<file path="src/rtl/parking_pkg.sv">
// Shared definitions for the parking sensor generator.
// Contents:
//   seq_state_e  per-entry sequencer state
//   DIR_ENTER / DIR_LEAVE  command direction encoding
//   clog2()      constant function that sizes the free-space counter
//   sensor_pat() {a,b} drive pattern for a given state and direction
package parking_pkg;

  typedef enum logic [2:0] {
    ST_IDLE,
    ST_PH1,
    ST_PH2,
    ST_PH3,
    ST_GAP
  } seq_state_e;

  localparam logic DIR_ENTER = 1'b0;
  localparam logic DIR_LEAVE = 1'b1;

  function automatic int clog2(input int v);
    int r;
    r = 0;
    for (int i = 0; i < 31; i++) begin
      if (((v - 1) >> i) != 0) r = i + 1;
    end
    return r;
  endfunction

  // An entering car trips the outer sensor first; a leaving car trips the inner one first.
  function automatic logic [1:0] sensor_pat(input seq_state_e st, input logic dir);
    logic [1:0] ab;
    ab = 2'b00;
    case (st)
      ST_PH1:  ab = (dir == DIR_ENTER) ? 2'b10 : 2'b01;
      ST_PH2:  ab = 2'b11;
      ST_PH3:  ab = (dir == DIR_ENTER) ? 2'b01 : 2'b10;
      default: ab = 2'b00;
    endcase
    return ab;
  endfunction

endpackage

</file>
<file path="src/rtl/parking_sensor_gen_if.sv">
// Command / status bundle of the parking sensor generator.
// master: command source (drives cmd_*, observes status).
// slave : the generator (observes cmd_*, drives cmd_ready, a, b, busy,
//         done, cmd_err, free).
// Bit i of a/b/busy/done belongs to entry i.
interface parking_sensor_gen_if #(
  parameter int hold_w = 4,
  parameter int free_w = 7
);
  logic              cmd_valid;
  logic              cmd_entry;
  logic              cmd_dir;
  logic [hold_w-1:0] cmd_hold;
  logic              cmd_ready;
  logic [1:0]        a;
  logic [1:0]        b;
  logic [1:0]        busy;
  logic [1:0]        done;
  logic              cmd_err;
  logic [free_w-1:0] free;

  modport master (
    output cmd_valid, cmd_entry, cmd_dir, cmd_hold,
    input  cmd_ready, a, b, busy, done, cmd_err, free
  );

  modport slave (
    input  cmd_valid, cmd_entry, cmd_dir, cmd_hold,
    output cmd_ready, a, b, busy, done, cmd_err, free
  );
endinterface

</file>
<file path="src/rtl/parking_sensor_seq.sv">
// One entry's sensor sequencer: IDLE -> PH1 -> PH2 -> PH3 -> GAP -> IDLE.
// Each phase lasts hold+1 cycles (hold latched at start); GAP lasts one
// cycle and pulses done. Outputs are registered and computed from the
// next state so they change on the same edge as the state.
// Ports: clk, rst (async active-low), start (accepted command), dir, hold,
//        idle (combinational), a, b, busy, done.
module parking_sensor_seq
  import parking_pkg::*;
#(
  parameter int hold_w = 4
) (
  input  logic              clk,
  input  logic              rst,
  input  logic              start,
  input  logic              dir,
  input  logic [hold_w-1:0] hold,
  output logic              idle,
  output logic              a,
  output logic              b,
  output logic              busy,
  output logic              done
);

  seq_state_e        state_q, state_d;
  logic [hold_w-1:0] cnt_q, cnt_d;
  logic [hold_w-1:0] hold_q, hold_d;
  logic              dir_q, dir_d;
  logic [1:0]        ab_q, ab_d;
  logic              busy_q, busy_d;
  logic              done_q, done_d;

  always_comb begin
    state_d = state_q;
    cnt_d   = cnt_q;
    hold_d  = hold_q;
    dir_d   = dir_q;
    case (state_q)
      ST_IDLE: begin
        if (start) begin
          state_d = ST_PH1;
          cnt_d   = hold;
          hold_d  = hold;
          dir_d   = dir;
        end
      end
      ST_PH1, ST_PH2, ST_PH3: begin
        if (cnt_q == '0) begin
          cnt_d = hold_q;
          case (state_q)
            ST_PH1:  state_d = ST_PH2;
            ST_PH2:  state_d = ST_PH3;
            default: state_d = ST_GAP;
          endcase
        end else begin
          cnt_d = cnt_q - 1'b1;
        end
      end
      default: state_d = ST_IDLE;
    endcase
    ab_d   = sensor_pat(state_d, dir_d);
    busy_d = (state_d != ST_IDLE);
    done_d = (state_d == ST_GAP);
  end

  always_ff @(posedge clk or negedge rst) begin
    if (!rst) begin
      state_q <= ST_IDLE;
      cnt_q   <= '0;
      hold_q  <= '0;
      dir_q   <= DIR_ENTER;
      ab_q    <= 2'b00;
      busy_q  <= 1'b0;
      done_q  <= 1'b0;
    end else begin
      state_q <= state_d;
      cnt_q   <= cnt_d;
      hold_q  <= hold_d;
      dir_q   <= dir_d;
      ab_q    <= ab_d;
      busy_q  <= busy_d;
      done_q  <= done_d;
    end
  end

  assign idle = (state_q == ST_IDLE);
  assign a    = ab_q[1];
  assign b    = ab_q[0];
  assign busy = busy_q;
  assign done = done_q;

endmodule

</file>
<file path="src/rtl/parking_sensor_gen.sv">
// Parking sensor pattern generator with two independent entries.
// Accepts one command per cycle, checks it against the free-space count,
// and starts the selected entry's sensor sequencer when it is admissible.
// Ports: clk, rst (async active-low), bus (parking_sensor_gen_if.slave):
//   cmd_valid/cmd_entry/cmd_dir/cmd_hold in; cmd_ready (combinational),
//   a, b, busy, done, cmd_err, free out.
module parking_sensor_gen
  import parking_pkg::*;
#(
  parameter int capacity = 99,
  parameter int hold_w   = 4
) (
  input logic                 clk,
  input logic                 rst,
  parking_sensor_gen_if.slave bus
);

  localparam int              FREE_W = clog2(capacity);
  localparam logic [FREE_W-1:0] CAP  = FREE_W'(capacity);

  logic [1:0]        idle;
  logic [1:0]        start;
  logic [1:0]        a_w, b_w, busy_w, done_w;
  logic              hs;
  logic              reject;
  logic [FREE_W-1:0] free_q, free_d;
  logic              cmd_err_q, cmd_err_d;

  assign bus.cmd_ready = idle[bus.cmd_entry];
  assign hs            = bus.cmd_valid && bus.cmd_ready;

  // A full lot refuses entries and an empty lot refuses departures; the
  // command is still consumed so the source does not retry it forever.
  assign reject = hs && (((bus.cmd_dir == DIR_ENTER) && (free_q == '0)) ||
                         ((bus.cmd_dir == DIR_LEAVE) && (free_q == CAP)));

  always_comb begin
    start     = 2'b00;
    free_d    = free_q;
    cmd_err_d = reject;
    if (hs && !reject) begin
      start[bus.cmd_entry] = 1'b1;
      if (bus.cmd_dir == DIR_ENTER) free_d = free_q - 1'b1;
      else                          free_d = free_q + 1'b1;
    end
  end

  always_ff @(posedge clk or negedge rst) begin
    if (!rst) begin
      free_q    <= CAP;
      cmd_err_q <= 1'b0;
    end else begin
      free_q    <= free_d;
      cmd_err_q <= cmd_err_d;
    end
  end

  for (genvar i = 0; i < 2; i++) begin : g_entry
    parking_sensor_seq #(
      .hold_w(hold_w)
    ) u_seq (
      .clk  (clk),
      .rst  (rst),
      .start(start[i]),
      .dir  (bus.cmd_dir),
      .hold (bus.cmd_hold),
      .idle (idle[i]),
      .a    (a_w[i]),
      .b    (b_w[i]),
      .busy (busy_w[i]),
      .done (done_w[i])
    );
  end

  assign bus.a       = a_w;
  assign bus.b       = b_w;
  assign bus.busy    = busy_w;
  assign bus.done    = done_w;
  assign bus.cmd_err = cmd_err_q;
  assign bus.free    = free_q;

endmodule

</file>
<file path="src/flat_wrapper.sv">
// flat-port wrapper written by rule: the top's interface ports become plain ports
module parking_sensor_gen_flat import parking_pkg::*;
#(
  parameter int capacity = 99,
  parameter int hold_w   = 4
)
  (clk, rst, bus_cmd_valid, bus_cmd_entry, bus_cmd_dir, bus_cmd_hold, bus_cmd_ready, bus_a, bus_b, bus_busy, bus_done, bus_cmd_err, bus_free);
  parking_sensor_gen_if #(.hold_w(hold_w), .free_w(7)) bus_i ();
  input logic clk;
  input logic rst;
  input wire logic [$bits(bus_i.cmd_valid)-1:0] bus_cmd_valid;
  input wire logic [$bits(bus_i.cmd_entry)-1:0] bus_cmd_entry;
  input wire logic [$bits(bus_i.cmd_dir)-1:0] bus_cmd_dir;
  input wire logic [$bits(bus_i.cmd_hold)-1:0] bus_cmd_hold;
  output wire logic [$bits(bus_i.cmd_ready)-1:0] bus_cmd_ready;
  output wire logic [$bits(bus_i.a)-1:0] bus_a;
  output wire logic [$bits(bus_i.b)-1:0] bus_b;
  output wire logic [$bits(bus_i.busy)-1:0] bus_busy;
  output wire logic [$bits(bus_i.done)-1:0] bus_done;
  output wire logic [$bits(bus_i.cmd_err)-1:0] bus_cmd_err;
  output wire logic [$bits(bus_i.free)-1:0] bus_free;
  assign bus_i.cmd_valid = bus_cmd_valid;
  assign bus_i.cmd_entry = bus_cmd_entry;
  assign bus_i.cmd_dir = bus_cmd_dir;
  assign bus_i.cmd_hold = bus_cmd_hold;
  assign bus_cmd_ready = bus_i.cmd_ready;
  assign bus_a = bus_i.a;
  assign bus_b = bus_i.b;
  assign bus_busy = bus_i.busy;
  assign bus_done = bus_i.done;
  assign bus_cmd_err = bus_i.cmd_err;
  assign bus_free = bus_i.free;
  parking_sensor_gen #(.capacity(capacity), .hold_w(hold_w)) u_core (.clk(clk), .rst(rst), .bus(bus_i));
endmodule
</file>
<file path="config.mk">
export PLATFORM = sky130hd
export DESIGN_NAME = parking_sensor_gen_flat
export DESIGN_NICKNAME = d
export VERILOG_FILES = /design/src/rtl/parking_pkg.sv /design/src/rtl/parking_sensor_gen_if.sv /design/src/rtl/parking_sensor_seq.sv /design/src/rtl/parking_sensor_gen.sv /design/src/flat_wrapper.sv
export SDC_FILE = /design/constraint.sdc
export NUM_CORES = 1
export LEC_CHECK = 0
export BUFFER_PORTS_ARGS = -buffer_cell sky130_fd_sc_hd__buf_2
export CAP_MARGIN = 20
export CELL_PAD_IN_SITES_DETAIL_PLACEMENT = 1
export CELL_PAD_IN_SITES_GLOBAL_PLACEMENT = 2
export CORE_MARGIN = 1
export CORE_UTILIZATION = 37
export CTS_CLUSTER_DIAMETER = 200
export DETAILED_ROUTE_END_ITERATION = 10
export HOLD_SLACK_MARGIN = 0.03
export PLACE_DENSITY_LB_ADDON = 0.1
export REMOVE_ABC_BUFFERS = 1
export SLEW_MARGIN = 20
export SYNTH_ARGS = -nofsm -noshare
export SYNTH_HDL_FRONTEND = slang
export SYNTH_SLANG_ARGS = --single-unit
export TNS_END_PERCENT = 100
</file>
<file path="constraint.sdc">
create_clock -name clk -period 2.4 [get_ports clk]
set_input_delay 0.12 -clock clk [delete_from_list [all_inputs] [get_ports clk]]
set_output_delay 0.12 -clock clk [all_outputs]
set_load 0.01 [all_outputs]
</file>
==> results by group <==
Detailed routing
  – Vias per inst: 5.34
  – Post-DR wirelength/cell: 15.9 um
  – Detailed-route DRC error count: 0
  – Routed via count: 1,761
  – Post-Route WL: approximately 5200 um
  – Routed Antenna Nets: 0
  – Drt initial violations: 56
  – First drt pass iteration count: 4

Synth
  – Main synth FF type: dfrtp_1
  – Synth area leaders: dfrtp_1 39%, ha_1 4.9%, dfstp_2 4.6%
  – Post-synth EDFFs: 0
  – Synth unique cells: 56
  – Yosys warns: 0
  – Synth top cells by count: 36 x dfrtp_1, 24 x nand2_1, 16 x nor2_1
  – Synth area leader: dfrtp_1
  – Yosys reg bits: 40
  – Synth top area share: 0.395
  – Async SR Flop Fraction: 1.00
  – Post-Syn Area: ~2300 um2
  – Most common cell in the netlist: dfrtp_1
  – Avg Cell Area, Syn: 10.1 um2
  – Mapped Cells: 225
  – Register area share after synthesis: 0.441

Place
  – Dpl cell area: 2470 um2
  – Post-DP HPWL: around 3900 um
  – Port Buffers: 25
  – Routability cong.: 0.766
  – Setup WS pre-CTS: 0.272 ns

STA
  – Worst rel slew slack: 0.383
  – Final Hold Fails: 0
  – Worst-Margin Slew: 0.925 ns
  – Fin. max-slew vios: 0
  – Final worst-path cycle share: 0.841
  – Setup tns final: 0 ns
  – Min setup slack post-route: 0.382 ns
  – Tmin final: 2.02 ns
  – RSZ-0062 raised after global routing: false
  – Final setup vio count: 0
  – Max Fclk: 496 MHz
  – Fin Clk Skew: 0.0111 ns

Pwr
  – Clock power share: 0.135
  – Pint: 0.00205 W
  – PwrDens: 1350 nW/um2
  – Gate power share: 0.488
  – Switching share of total power: 0.412
  – Reg power frac: 0.377
  – IR drop worst, VDD: 561 uV
  – Leakage: roughly 1.2 nW
  – Switch Pwr: 0.00144 W

Worst setup path
  – Required time worst endpoint: between 2 and 3 ns
  – Crit path max-delay family: compound AO/OA/AOI/OAI gates
  – Worst path cell trace: nor4_1 -> o21ai_1 -> a211oi_2 -> buf_4 -> nor2b_1 -> a221o_1
  – Critical-path top delay cell: dfrtp_1
  – Setup CP Type: flip-flop to flip-flop
  – Worst Path Max Fanout: 12
  – Data arrival, critical path: 2.18 ns
  – Startpoint types: flip-flop
  – Slowest stage delay, CP: 0.45 ns
  – Buf/Inv on CP: 1
  – CP Capture Type: flip-flop
  – R2R setup slack: 0.38 ns

Finish
  – Diodes inserted: 0
  – Fin nets: 273
  – Layout cells sized above 1: 0.259
  – Final Util: 0.435
  – Fin area: 2580 um2
  – Area delta synth->final: 12.9%

Clock network
  – Sink Count: 40
  – Setup bufs post-CTS: 0
  – Worst skew pair latency: between 0.2 and 0.3 ns
  – H-tree lvl count: 2
  – Number of CTS-inserted buffers: 5
  – CTS root buf: clkbuf_8
  – Clk slew on worst S/H paths: 0.08 ns
  – CTS max path bufs: 2
  – CTS tree: yes

GRT
  – First-pass GRT wire length: 9000 um
  – Number of global-route vias before repair: 1,825
  – Initial antenna violation count: 0
  – Total track usage: 0.183
  – Largest net degree at the start of global routing: 41
  – Total gr overflow: 0

Floorplan
  – Chip height: 80.5 um
  – Chip width: 80.5 um
  – Die area: 6490 um2
  – Rows: 28
  – Core area: just under 6000 um2
  – I/O pin count: 26
  – Initial Utilization: 0.385

Run
  – Max cap viols: 0

Status
  – Outcome: finished clean

Hold path
  – Hold Crit Class: primary input to flip-flop
-- worst register-to-register path: cells and delay by family, from the launching register on --
family          cells  cell delay, ns
flops               1            0.45
simple gates        2            0.54
compound gates      3            0.68
buf+inv             1            0.22
-- power groups by stage --
stage | logic [W] | registers, W | clock network (W)
2_1_floorplan | 0.00113 | 0.00133 | 0
3_3_place_gp | 0.00168 | 0.00133 | 0
3_5_place_dp | 0.00172 | 0.00133 | 0
4_1_cts | 0.00173 | 0.00133 | 0.000485
5_1_grt | 0.00192 | 0.00137 | 0.000516
6_report | 0.00170 | 0.00131 | 0.000471
-- layout by cell type, fill, tap and decap left out, types with 2 or more instances in the layout --
cell       synthesis  routed
dfrtp_1           36      36
buf_2              0      25
nand2_1           24      24
nor2_1            16      16
inv_1             12      12
nor3_1            12      12
buf_4              8      11
a21oi_1           10      10
ha_1               9       9
o21ai_0            8       8
xnor2_1            6       6
clkbuf_8           0       6
and3_1             5       5
a31oi_1            5       5
xor2_1             4       4
mux2_1             4       4
a211oi_1           4       4
dfstp_2            4       4
nor2b_1            3       3
mux2_2             3       3
mux2i_1            3       3
mux2_4             2       2
or2_2              2       2
o311ai_1           2       2
a21o_1             2       2
o2111ai_1          2       2
o31a_1             2       2
a221o_1            2       2
clkinv_2           0       2
-- through the flow --
step	hold WS [ns]	std cells	total power (W)
CTS	0.0779	330	0.00354
detailed placement	0.324	321	0.00305
finish	0.0792	330	0.00348
global route	0.0921	330	0.00381
floorplan	-0.176	210	0.00246
global placement	0.307	321	0.00302
-- cell type report --
| cell class | count | area, um2 |
|---|---|---|
| fill | 694 | 3340 |
| multi-input combinational | 158 | 1120 |
| sequential | 40 | 1010 |
| timing repair buffer | 37 | 218 |
| tap | 75 | 93.8 |
| clock buffer | 6 | 82.6 |
| inverter | 12 | 45.0 |
| clock inverter | 2 | 10.0 |
-- path summary, 6_finish.rpt --
check                                                        start                           endpoint  depth (start not counted)
max in group asynchronous                                      rst      u_core.g_entry[0].u_seq.dir_q                          2
worst min-delay path                               bus_cmd_hold[2]  u_core.g_entry[1].u_seq.hold_q[2]                          3
min in group asynchronous                                      rst   u_core.g_entry[0].u_seq.cnt_q[3]                          2
worst max register to register  u_core.g_entry[0].u_seq.state_q[1]   u_core.g_entry[0].u_seq.cnt_q[1]                          6
worst max-delay path            u_core.g_entry[0].u_seq.state_q[1]   u_core.g_entry[0].u_seq.cnt_q[1]                          6
worst min register to register   u_core.g_entry[1].u_seq.hold_q[1]  u_core.g_entry[1].u_seq.hold_q[1]                          2
-- registers in the layout, indices dropped and copies added, names as in the netlist --
register and count:
u_core.g_entry.u_seq.state_q 6, u_core.g_entry.u_seq.done 2, u_core.g_entry.u_seq.ab_q 4, u_core.bus.cmd_err 1
u_core.bus.free 7, u_core.g_entry.u_seq.busy 2, u_core.g_entry.u_seq.dir_q 2, u_core.g_entry.u_seq.cnt_q 8
u_core.g_entry.u_seq.hold_q 8
-- cells by family (layout without fill, tap and decap cells) --
logic type | Yosys count | in the layout | share of synthesized area
muxes | 13 | 13 | 0.0669
buffers and inverters | 27 | 57 | 0.0674
AOI/OAI and AO/OA | 52 | 52 | 0.167
xor gates and xnor gates | 10 | 10 | 0.0384
and+or+nand+nor | 73 | 73 | 0.161
DFF | 40 | 40 | 0.441
adders and majority gates | 10 | 10 | 0.0581
-- per-layer routing --
metal	part of all wire	vias to the layer above	global-route usage
li1	-	854	-
met1	0.47	874	0.240
met2	0.50	28	0.306
met3	0.031	5	0.0330
met4	0.0072	0	0.0518
met5	0	-	0
-- what timing repair did --
item | CTS | global route
resized for setup | 0 | 0
hold buffers | 1 | 0
endpoints found under the hold margin | 36 | 0
No activity file was read; power rests on OpenSTA's default activity.
